### config.mk
export PLATFORM = sky130hd
export DESIGN_NAME = instr_fetch_ctrl
export DESIGN_NICKNAME = d
export VERILOG_FILES = /design/src/rtl/instr_fetch_ctrl.sv
export SDC_FILE = /design/constraint.sdc
export NUM_CORES = 1
export LEC_CHECK = 0
export CAP_MARGIN = 20
export CELL_PAD_IN_SITES_DETAIL_PLACEMENT = 1
export CELL_PAD_IN_SITES_GLOBAL_PLACEMENT = 2
export CORE_AREA = 2 2 114 116
export DETAILED_ROUTE_END_ITERATION = 6
export DIE_AREA = 0 0 116 118
export HOLD_SLACK_MARGIN = 0.05
export PLACE_DENSITY = 0.92
export SLEW_MARGIN = 20
export SYNTH_ARGS = -nofsm -noshare
export SYNTH_HDL_FRONTEND = slang
export SYNTH_SLANG_ARGS = --single-unit
### constraint.sdc
create_clock -name clk -period 5.2 [get_ports clk]
set_input_delay 1.3 -clock clk [delete_from_list [all_inputs] [get_ports clk]]
set_output_delay 1.3 -clock clk [all_outputs]
set_load 0.005 [all_outputs]
### src/rtl/instr_fetch_ctrl.sv
// instr_fetch_ctrl: PC sequencer for a registered-read instruction ROM with valid/ready delivery, redirects and halt
module instr_fetch_ctrl #(
  parameter int ADDR_W   = 10,
  parameter int DATA_W   = 32,
  parameter int RESET_PC = 0
) (
  input  logic              clk,
  input  logic              rst_n,
  output logic [ADDR_W-1:0] mem_addr,
  input  logic [DATA_W-1:0] mem_rdata,
  output logic [DATA_W-1:0] instr_out,
  output logic [ADDR_W-1:0] instr_pc,
  output logic              instr_valid,
  input  logic              instr_ready,
  input  logic              redirect_valid,
  input  logic [ADDR_W-1:0] redirect_addr,
  input  logic              halt_req,
  output logic              halted,
  output logic [31:0]       fetch_count
);
  typedef enum logic [1:0] {BOOT, RUN, HALT} state_t;
  localparam logic [ADDR_W-1:0] RST_PC = ADDR_W'(RESET_PC);
  state_t            state, state_n;
  logic [ADDR_W-1:0] f_pc, f_pc_n, inf_pc, inf_pc_n;
  logic              inf_v, inf_v_n, stall, accept;
  assign stall       = inf_v & ~instr_ready;
  assign instr_valid = inf_v & ~redirect_valid;
  assign accept      = instr_valid & instr_ready;
  assign instr_pc    = inf_pc;
  assign instr_out   = mem_rdata;
  assign halted      = state == HALT;
  assign mem_addr    = redirect_valid ? redirect_addr : stall ? inf_pc : f_pc;
  // next fetch state: redirect first, then issue, stall hold, or halt entry
  always_comb begin
    state_n  = state;
    f_pc_n   = f_pc;
    inf_pc_n = inf_pc;
    inf_v_n  = inf_v;
    if (redirect_valid) begin
      inf_v_n  = 1'b1;
      inf_pc_n = redirect_addr;
      f_pc_n   = redirect_addr + 1'b1;
      state_n  = RUN;
    end else if (state == BOOT || (state == RUN && !stall && !halt_req)) begin
      inf_v_n  = 1'b1;
      inf_pc_n = f_pc;
      f_pc_n   = f_pc + 1'b1;
      state_n  = RUN;
    end else if (state == RUN && !stall) begin
      inf_v_n  = 1'b0;
      state_n  = HALT;
    end
  end
  // state, PC pipeline and accepted-fetch counter
  always_ff @(posedge clk or negedge rst_n) begin
    if (!rst_n) begin
      state       <= BOOT;
      f_pc        <= RST_PC;
      inf_pc      <= RST_PC;
      inf_v       <= 1'b0;
      fetch_count <= '0;
    end else begin
      state       <= state_n;
      f_pc        <= f_pc_n;
      inf_pc      <= inf_pc_n;
      inf_v       <= inf_v_n;
      fetch_count <= fetch_count + 32'(accept);
    end
  end
endmodule

**Yosys cells after proc, flatten, opt, wreduce, memory -nomap -nowiden**

Cells that the tools add are included.

- Equality and inequality tests: 2
- $lt $le $gt $ge: 0
- Muxes and demuxes: 12
- Add/sub/neg operators: 3
- Bitwise logic cells: 5
- Div/mod/pow operators: 0
- $mul: 0
- Shift-type cells: 0
- Reductions and logical operators: 8

Operator list:

| kind | number |
|---|---|
| two-way mux 10 bit | 6 |
| adder 32 x 1 -> 32 bit | 1 |
| adder 10 x 1 -> 10 bit, second input constant | 2 |
| two-way mux 2 bit | 3 |
| bitwise AND 1 bit | 3 |
| two-way mux 1 bit | 3 |
| nonzero test 3 bit | 1 |
| == test 2 x 1 -> 1 bit, second input constant | 1 |
| == test 2 bit, second input constant | 1 |
| logical AND 1 bit | 2 |
| zero test 1 bit | 2 |
| zero test 2 bit | 1 |
| inverter 1 bit | 2 |
| nonzero test 2 bit | 1 |
| logical OR 1 bit | 1 |

- Latch bits: 0
- Bits in read-only memories: 0
- RAM bits: 0
- Bits in registers: 55
- Word-level logic and storage cells: 35
- Output and inout bits: 86
- Input bits: 47
- Memories: 0

**Longest topological paths before layout**

Gate-level depths: netlist of the first run.

- Depth in word-level cells: 8
- Depth in mapped cells: 12

**Worst setup path before layout of the first run**

No wires, ideal clock.

- Kind: input-to-output
- Start: input redirect_valid
- End: output mem_addr[6]
- Arrival time: 2.299 ns
- Stages: 6
- Path slack: 1.601 ns
- Cell sequence: buf_2 > buf_2 > clkbuf_1 > clkbuf_1 > nand2_1 > o21ai_0

- Word-level cells in the longest chain between the ends: 1

Ends and longest elaborated chain:

| element | line | text |
|---|---|---|
| start: declaration | 15 | `input logic redirect_valid,` |
| two-way mux 10 bit | 32 | `assign mem_addr = redirect_valid ? redirect_addr : stall ? inf_pc : f_pc;` |
| end: declaration | 9 | `output logic [ADDR_W-1:0] mem_addr,` |

No other way between the ends.

**Worst setup path after layout of the first run**

- Start: input instr_ready
- End: output mem_addr[7]

- Word-level cells in the longest chain between the ends: 4

Ends and longest elaborated chain:

| element | line | text |
|---|---|---|
| start: declaration | 14 | `input logic instr_ready,` |
| inverter 1 bit | 26 | `assign stall = inf_v & ~instr_ready;` |
| bitwise AND 1 bit | 26 |  |
| two-way mux 10 bit (2 in series) | 32 |  |

No other way between the ends.

==> impl_metrics.py, run 1 <==
metrics = {
    "status": {
        "outcome": "finished, final reports clean",
    },
    "logic_synthesis": {
        "synthCells": 337,
        "netlist_area_um2": 3160,
        "ys_warn_count": 0,
        "synth_edf_count": 0,
        "syn_nets": 388,
        "ys_async_sr_fraction": 1.00,
        "synth_top_area_cell": "dfrtp_1",
        "ys.flop_type": "dfrtp_1",
        "synth-seq-area-share": 0.436,
        "ys_types": 45,
        "netlist.area_leader.share": 0.436,
        "synthTopCellsByArea": "dfrtp_1 (44%), buf_4 (7.6%), xnor2_1 (7.2%)",
        "synth_seq_cells": 55,
        "post_synth.cell_area_avg_um2": 9.37,
    },
    "clock_network": {
        "cts-root-buf": "clkbuf_16",
        "cts_sinks": 55,
        "numCtsBuffers": 5,
        "hold_buffers": 0,
        "post_cts_buffers": 0,
        "htreeDepth": 2,
        "cts_tree": "done",
        "cts_resized": 0,
        "clock_path_buffers": 2,
        "path_clk_slew_ns": 0.07,
        "clock_latency_ns": 0.29,
    },
    "setup_path": {
        "slowest_delay_ns": 0.53,
        "crit_type": "input pin to primary output",
        "crit_path_frequent_cell": "clkdlybuf4s50_1",
        "crit_fanout": 13,
        "cp-end-kind": "primary output",
        "cp_data_arrival_time_ns": 2.94,
        "crit_buf_inv": 3,
        "worstSetupStartpointType": "input pin",
        "cp_top_family": "buffers and inverters",
        "required_ns": 3.90,
        "worstPathCellList": "clkdlybuf4s50_1 -> nor2b_1 -> buf_4 -> mux2i_1 -> o21ai_0 -> clkdlybuf4s50_1",
        "cp_slowest_cell": "clkdlybuf4s50_1",
    },
    "placement": {
        "placedCellCount": 539,
        "placed_area_um2": 3800,
        "numPortBuffers": 68,
        "dp_hpwl_um": 5840,
        "gp_congestion": 0.744,
    },
    "sta": {
        "fin_crit_sh": 0.816,
        "hold_violations": 0,
        "period_needed_ns": 4.24,
        "setup_violations": 0,
        "tightest_slew_ns": 0.736,
        "setup-tns-final_ns": 0,
        "finalClockSkew_ns": 0.00342,
        "rsz0062_at_grt": "false",
        "slew_violations": 0,
        "slew_headroom": 0.505,
        "max_freq_ghz": 0.236,
    },
    "routing": {
        "drc": 0,
        "drt_first_pass_iters": 4,
        "num_vias": 2525,
        "ant_nets": 0,
        "drt_iter0_drc": 74,
        "wl_per_cell_um": 14.4,
        "via_per_inst": 4.62,
        "drt-total-wl_um": 7860,
    },
    "floorplanning": {
        "die_h_um": 118,
        "fp-row-count": 41,
        "die_w_um": 116,
        "initial_core_util": 0.254,
        "die-area_um2": 13700,
        "pin_count": 133,
        "core_um2": 12400,
    },
    "layout": {
        "layout-drive-gt1-share": 0.0720,
        "final_core_util": 0.319,
        "final_nets": 425,
        "insertedDiodeCount": 0,
        "area_growth_pct": 25.5,
        "design_area_um2": 3960,
        "final_cells": 547,
    },
    "power": {
        "power_mw": 1.17,
        "p_leak_nw": 1.63,
        "vdd_drop_max_v": 0.000111,
        "p_per_area_nw_per_um2": 294,
    },
    "global_route": {
        "grt_pass1_vias": 2713,
        "antenna_found_initial": 0,
        "grt_max_degree": 56,
        "grt_pass1_wl_um": 13600,
        "grt-ovfl-total": 0,
        "grtUsageTotal": 0.122,
    },
    "worst_hold_path": {
        "min_path_type": "flip-flop to flip-flop",
    },
    "flow_run": {
        "cap_violations": 0,
    },
}
==> through the flow <==
stage,hold WS (ns),setup WS [ns]
finish,0.469,0.958
global route,0.514,0.754
CTS,0.477,0.901
detailed placement,0.467,0.908
global placement,0.459,0.989
floorplan,0.465,1.60
==> power by group <==
part | switching (mW) | total, mW | internal (mW) | leakage (nW)
logic | 0.118 | 0.266 | 0.148 | 0.862
registers | 0.0682 | 0.547 | 0.479 | 0.699
clock network | 0.159 | 0.352 | 0.193 | 0.0731
total | 0.345 | 1.17 | 0.820 | 1.63
==> cells in the mapped netlist (8+ instances only) <==
cell	instances
nand4_1	9
o21ai_0	23
buf_4	32
a31oi_1	8
mux2i_1	9
a21oi_1	8
nor2_1	30
xor2_1	10
dfrtp_1	55
nand3_1	18
nand2_1	38
xnor2_1	26
==> registers in the layout (all words and copies together) (netlist names) <==
signal,count
fetch_count,32
f_pc,10
instr_pc,10
state,2
inf_v,1
==> final timing paths <==
path | start | endpoint | slack [ns] | depth (start not counted)
min reg2reg | fetch_count[31] | fetch_count[31] | 0.47 | 1
max in group asynchronous | rst_n | instr_pc[2] | 3.56 | 2
max reg2reg | inf_v | fetch_count[28] | 2.82 | 9
max | instr_ready | mem_addr[7] | 0.96 | 6
min | fetch_count[31] | fetch_count[31] | 0.47 | 1
min in group asynchronous | rst_n | fetch_count[5] | 1.16 | 2
==> metal layers <==
layer	track usage	wire length, um	vias to the layer above
met3	0.0278	358	7
met1	0.150	3460	1266
met5	0	0	-
met4	0.0193	50	0
met2	0.217	3990	56
li1	-	-	1196
==> cells by family (layout without fill, tap and decap cells) <==
family                   count (synthesis)  in the layout  share of synthesized area
AND/OR/NAND/NOR                        132            132                      0.223
flip-flops                              55             55                      0.436
AO/OA/AOI/OAI                           51             51                     0.0958
buffers and inverters                   49             87                     0.0978
XOR/XNOR                                36             36                     0.0998
multiplexers                            10             10                     0.0321
adder cells (fa/ha/maj)                  4              4                     0.0158
==> final cells by class <==
| type | count | area (um^2) |
|---|---|---|
| clock buffers | 6 | 139 |
| repair buffers | 73 | 713 |
| flip-flops and latches | 55 | 1380 |
| multi-input cells | 233 | 1480 |
| well taps | 172 | 215 |
| clock inverters | 2 | 16.3 |
| fillers | 1466 | 8450 |
| inverters | 6 | 22.5 |
==> placed cells by master, fill, tap and decap left out, types with 4 or more instances in the layout <==
cell             synthesis  final
clkdlybuf4s50_1          0     67
dfrtp_1                 55     55
nand2_1                 38     38
nor2_1                  30     30
xnor2_1                 26     26
o21ai_0                 23     23
nand3_1                 18     18
xor2_1                  10     10
nand4_1                  9      9
mux2i_1                  9      9
a21oi_1                  8      8
a31oi_1                  8      8
nor3_1                   7      7
inv_1                    6      6
nor2b_1                  5      5
clkbuf_16                0      5
buf_4                   32      5
nand2b_1                 4      4
a22oi_1                  4      4
ha_1                     4      4
Note: power is estimated with default switching activity, not from simulation.
==> run 2: changes to the inputs <==
--- a/config.mk
+++ b/config.mk
@@ -8,11 +8,11 @@
 export CAP_MARGIN = 20
 export CELL_PAD_IN_SITES_DETAIL_PLACEMENT = 1
 export CELL_PAD_IN_SITES_GLOBAL_PLACEMENT = 2
-export CORE_AREA = 2 2 114 116
+export CORE_AREA = 2 2 116 118
 export DETAILED_ROUTE_END_ITERATION = 6
-export DIE_AREA = 0 0 116 118
+export DIE_AREA = 0 0 118 120
 export HOLD_SLACK_MARGIN = 0.05
-export PLACE_DENSITY = 0.92
+export PLACE_DENSITY = 0.89
 export SLEW_MARGIN = 20
 export SYNTH_ARGS = -nofsm -noshare
 export SYNTH_HDL_FRONTEND = slang
==> constraint.sdc (replaced) <==
create_clock -name clk -period 4.1 [get_ports clk]
set_input_delay 1.025 -clock clk [delete_from_list [all_inputs] [get_ports clk]]
set_output_delay 1.025 -clock clk [all_outputs]
set_load 0.005 [all_outputs]
==> impl_metrics.py, run 2 (synthesized netlist as in run 1, its figures left out) <==
metrics = {
    "routing": {
        "wl_met2_um": 4290,
        "num_vias": 2550,
        "via_per_inst": 4.61,
        "drt-met1-wl_um": 3410,
        "ant_nets": 0,
        "drt-total-wl_um": 8230,
        "wl_per_cell_um": 14.9,
        "drt_first_pass_iters": 4,
        "top_layer_used": "met4",
        "met3WireLength_um": 390,
        "drt_iter0_drc": 56,
        "drc": 0,
    },
    "sta": {
        "slew_violations": 0,
        "setup_slack_ns": 0.439,
        "max_freq_ghz": 0.273,
        "hold_violations": 0,
        "setup-tns-final_ns": 0,
        "finalClockSkew_ns": 0.00522,
        "slew_headroom": 0.530,
        "setup_violations": 0,
        "holdWs_ns": 0.474,
        "period_needed_ns": 3.66,
        "rsz0062_at_grt": "false",
        "tightest_slew_ns": 0.705,
        "fin_crit_sh": 0.893,
    },
    "power": {
        "switchingPower_mw": 0.448,
        "p_clk_frac": 0.300,
        "combPwrFrac": 0.230,
        "seqPwrFrac": 0.470,
        "intPower_mw": 1.03,
        "p_sw_frac": 0.304,
        "p_per_area_nw_per_um2": 370,
        "vdd_drop_max_v": 0.000137,
        "p_leak_nw": 1.65,
    },
    "setup_path": {
        "required_ns": 3.07,
        "crit_type": "input pin to primary output",
        "cp-end-kind": "primary output",
        "worstSetupStartpointType": "input pin",
        "crit_fanout": 13,
        "cp_data_arrival_time_ns": 2.64,
    },
    "clock_network": {
        "cts_resized": 0,
        "clock_path_buffers": 2,
        "htreeDepth": 2,
        "cts_sinks": 55,
        "post_cts_buffers": 0,
        "cts-root-buf": "clkbuf_16",
        "path_clk_slew_ns": 0.07,
        "hold_buffers": 0,
        "numCtsBuffers": 5,
        "cts_tree": "done",
        "clock_latency_ns": 0.31,
    },
    "floorplanning": {
        "die_h_um": 120,
        "die_w_um": 118,
        "core_um2": 13000,
        "fp-row-count": 42,
        "initial_core_util": 0.243,
        "pin_count": 133,
        "die-area_um2": 14200,
    },
    "placement": {
        "gp_congestion": 0.772,
        "numPortBuffers": 68,
        "dp_hpwl_um": 6180,
        "placedCellCount": 545,
        "post-place-ws_ns": 0.440,
    },
    "layout": {
        "area_growth_pct": 26.0,
        "layout_commonest_cell": "clkdlybuf4s50_1",
        "insertedDiodeCount": 0,
        "final_nets": 427,
        "top_register": "fetch_count",
        "layout-drive-gt1-share": 0.0743,
        "final_cells": 553,
        "final_cell_mix": "clkdlybuf4s50_1 (67), dfrtp_1 (55), nand2_1 (38)",
        "largest_reg_flops": 32,
    },
    "global_route": {
        "grtUsageTotal": 0.121,
        "grt_pass1_wl_um": 13700,
        "antenna_found_initial": 0,
        "grt_pass1_vias": 2695,
        "grt-ovfl-total": 0,
        "grt_max_degree": 55,
    },
    "flow_run": {
        "cap_violations": 0,
    },
    "worst_hold_path": {
        "min_path_type": "flip-flop to flip-flop",
    },
    "status": {
        "outcome": "finished, final reports clean",
    },
}
[run 2: cell types whose count changed in the layout (fill, tap and decap cells not counted), sizes merged]
| cell | previous run | this run |
|---|---|---|
| buf | 6 | 8 |
| clkinv | 1 | 2 |
| clkinvlp | 1 | 0 |
[run 2: cell type report]
| type | count | area (um^2) |
|---|---|---|
| clock buffers | 6 | 129 |
| clock inverters | 2 | 17.5 |
| fillers | 1507 | 9000 |
| inverters | 6 | 22.5 |
| multi-input cells | 233 | 1470 |
| flip-flops and latches | 55 | 1380 |
| well taps | 176 | 220 |
| repair buffers | 75 | 741 |
[run 2: path summary, 6_finish.rpt]
kind | from | to | slack [ns] | cells after the start
worst min register to register | fetch_count[31] | fetch_count[31] | 0.47 | 1
worst max-delay path | instr_ready | mem_addr[4] | 0.44 | 6
min in group asynchronous | rst_n | fetch_count[10] | 0.76 | 1
worst min-delay path | fetch_count[31] | fetch_count[31] | 0.47 | 1
worst max register to register | inf_v | fetch_count[26] | 1.84 | 9
max in group asynchronous | rst_n | fetch_count[7] | 2.47 | 2
[run 2: metrics by stage]
| step | area, um^2 | utilization | total power [mW] |
|---|---|---|---|
| 6_report | 3980 | 0.307 | 1.47 |
| 3_3_place_gp | 3830 | 0.295 | 1.03 |
| 3_5_place_dp | 3830 | 0.295 | 1.05 |
| 2_1_floorplan | 3160 | - | 0.867 |
| 4_1_cts | 3980 | 0.307 | 1.51 |
| 5_1_grt | 3980 | 0.307 | 1.57 |
[run 2: power by group through the flow]
stage,clock network [mW],logic [mW],registers [mW]
detailed placement,0,0.345,0.705
global route,0.484,0.375,0.706
global placement,0,0.334,0.700
finish,0.442,0.339,0.693
floorplan,0,0.180,0.688
CTS,0.466,0.347,0.695
[run 2: worst max-delay path, cell delays in order]
cell and delay (ns):
clkdlybuf4s50_1 0.43, nor2b_1 0.12, buf_4 0.24, mux2i_1 0.10
o21ai_0 0.17, clkdlybuf4s50_1 0.53
[run 2: metal layers]
layer  up-vias  global-route usage
met1      1275               0.133
met3        12              0.0342
met2        62               0.220
met5         -                   0
met4         0              0.0489
li1       1201                   -
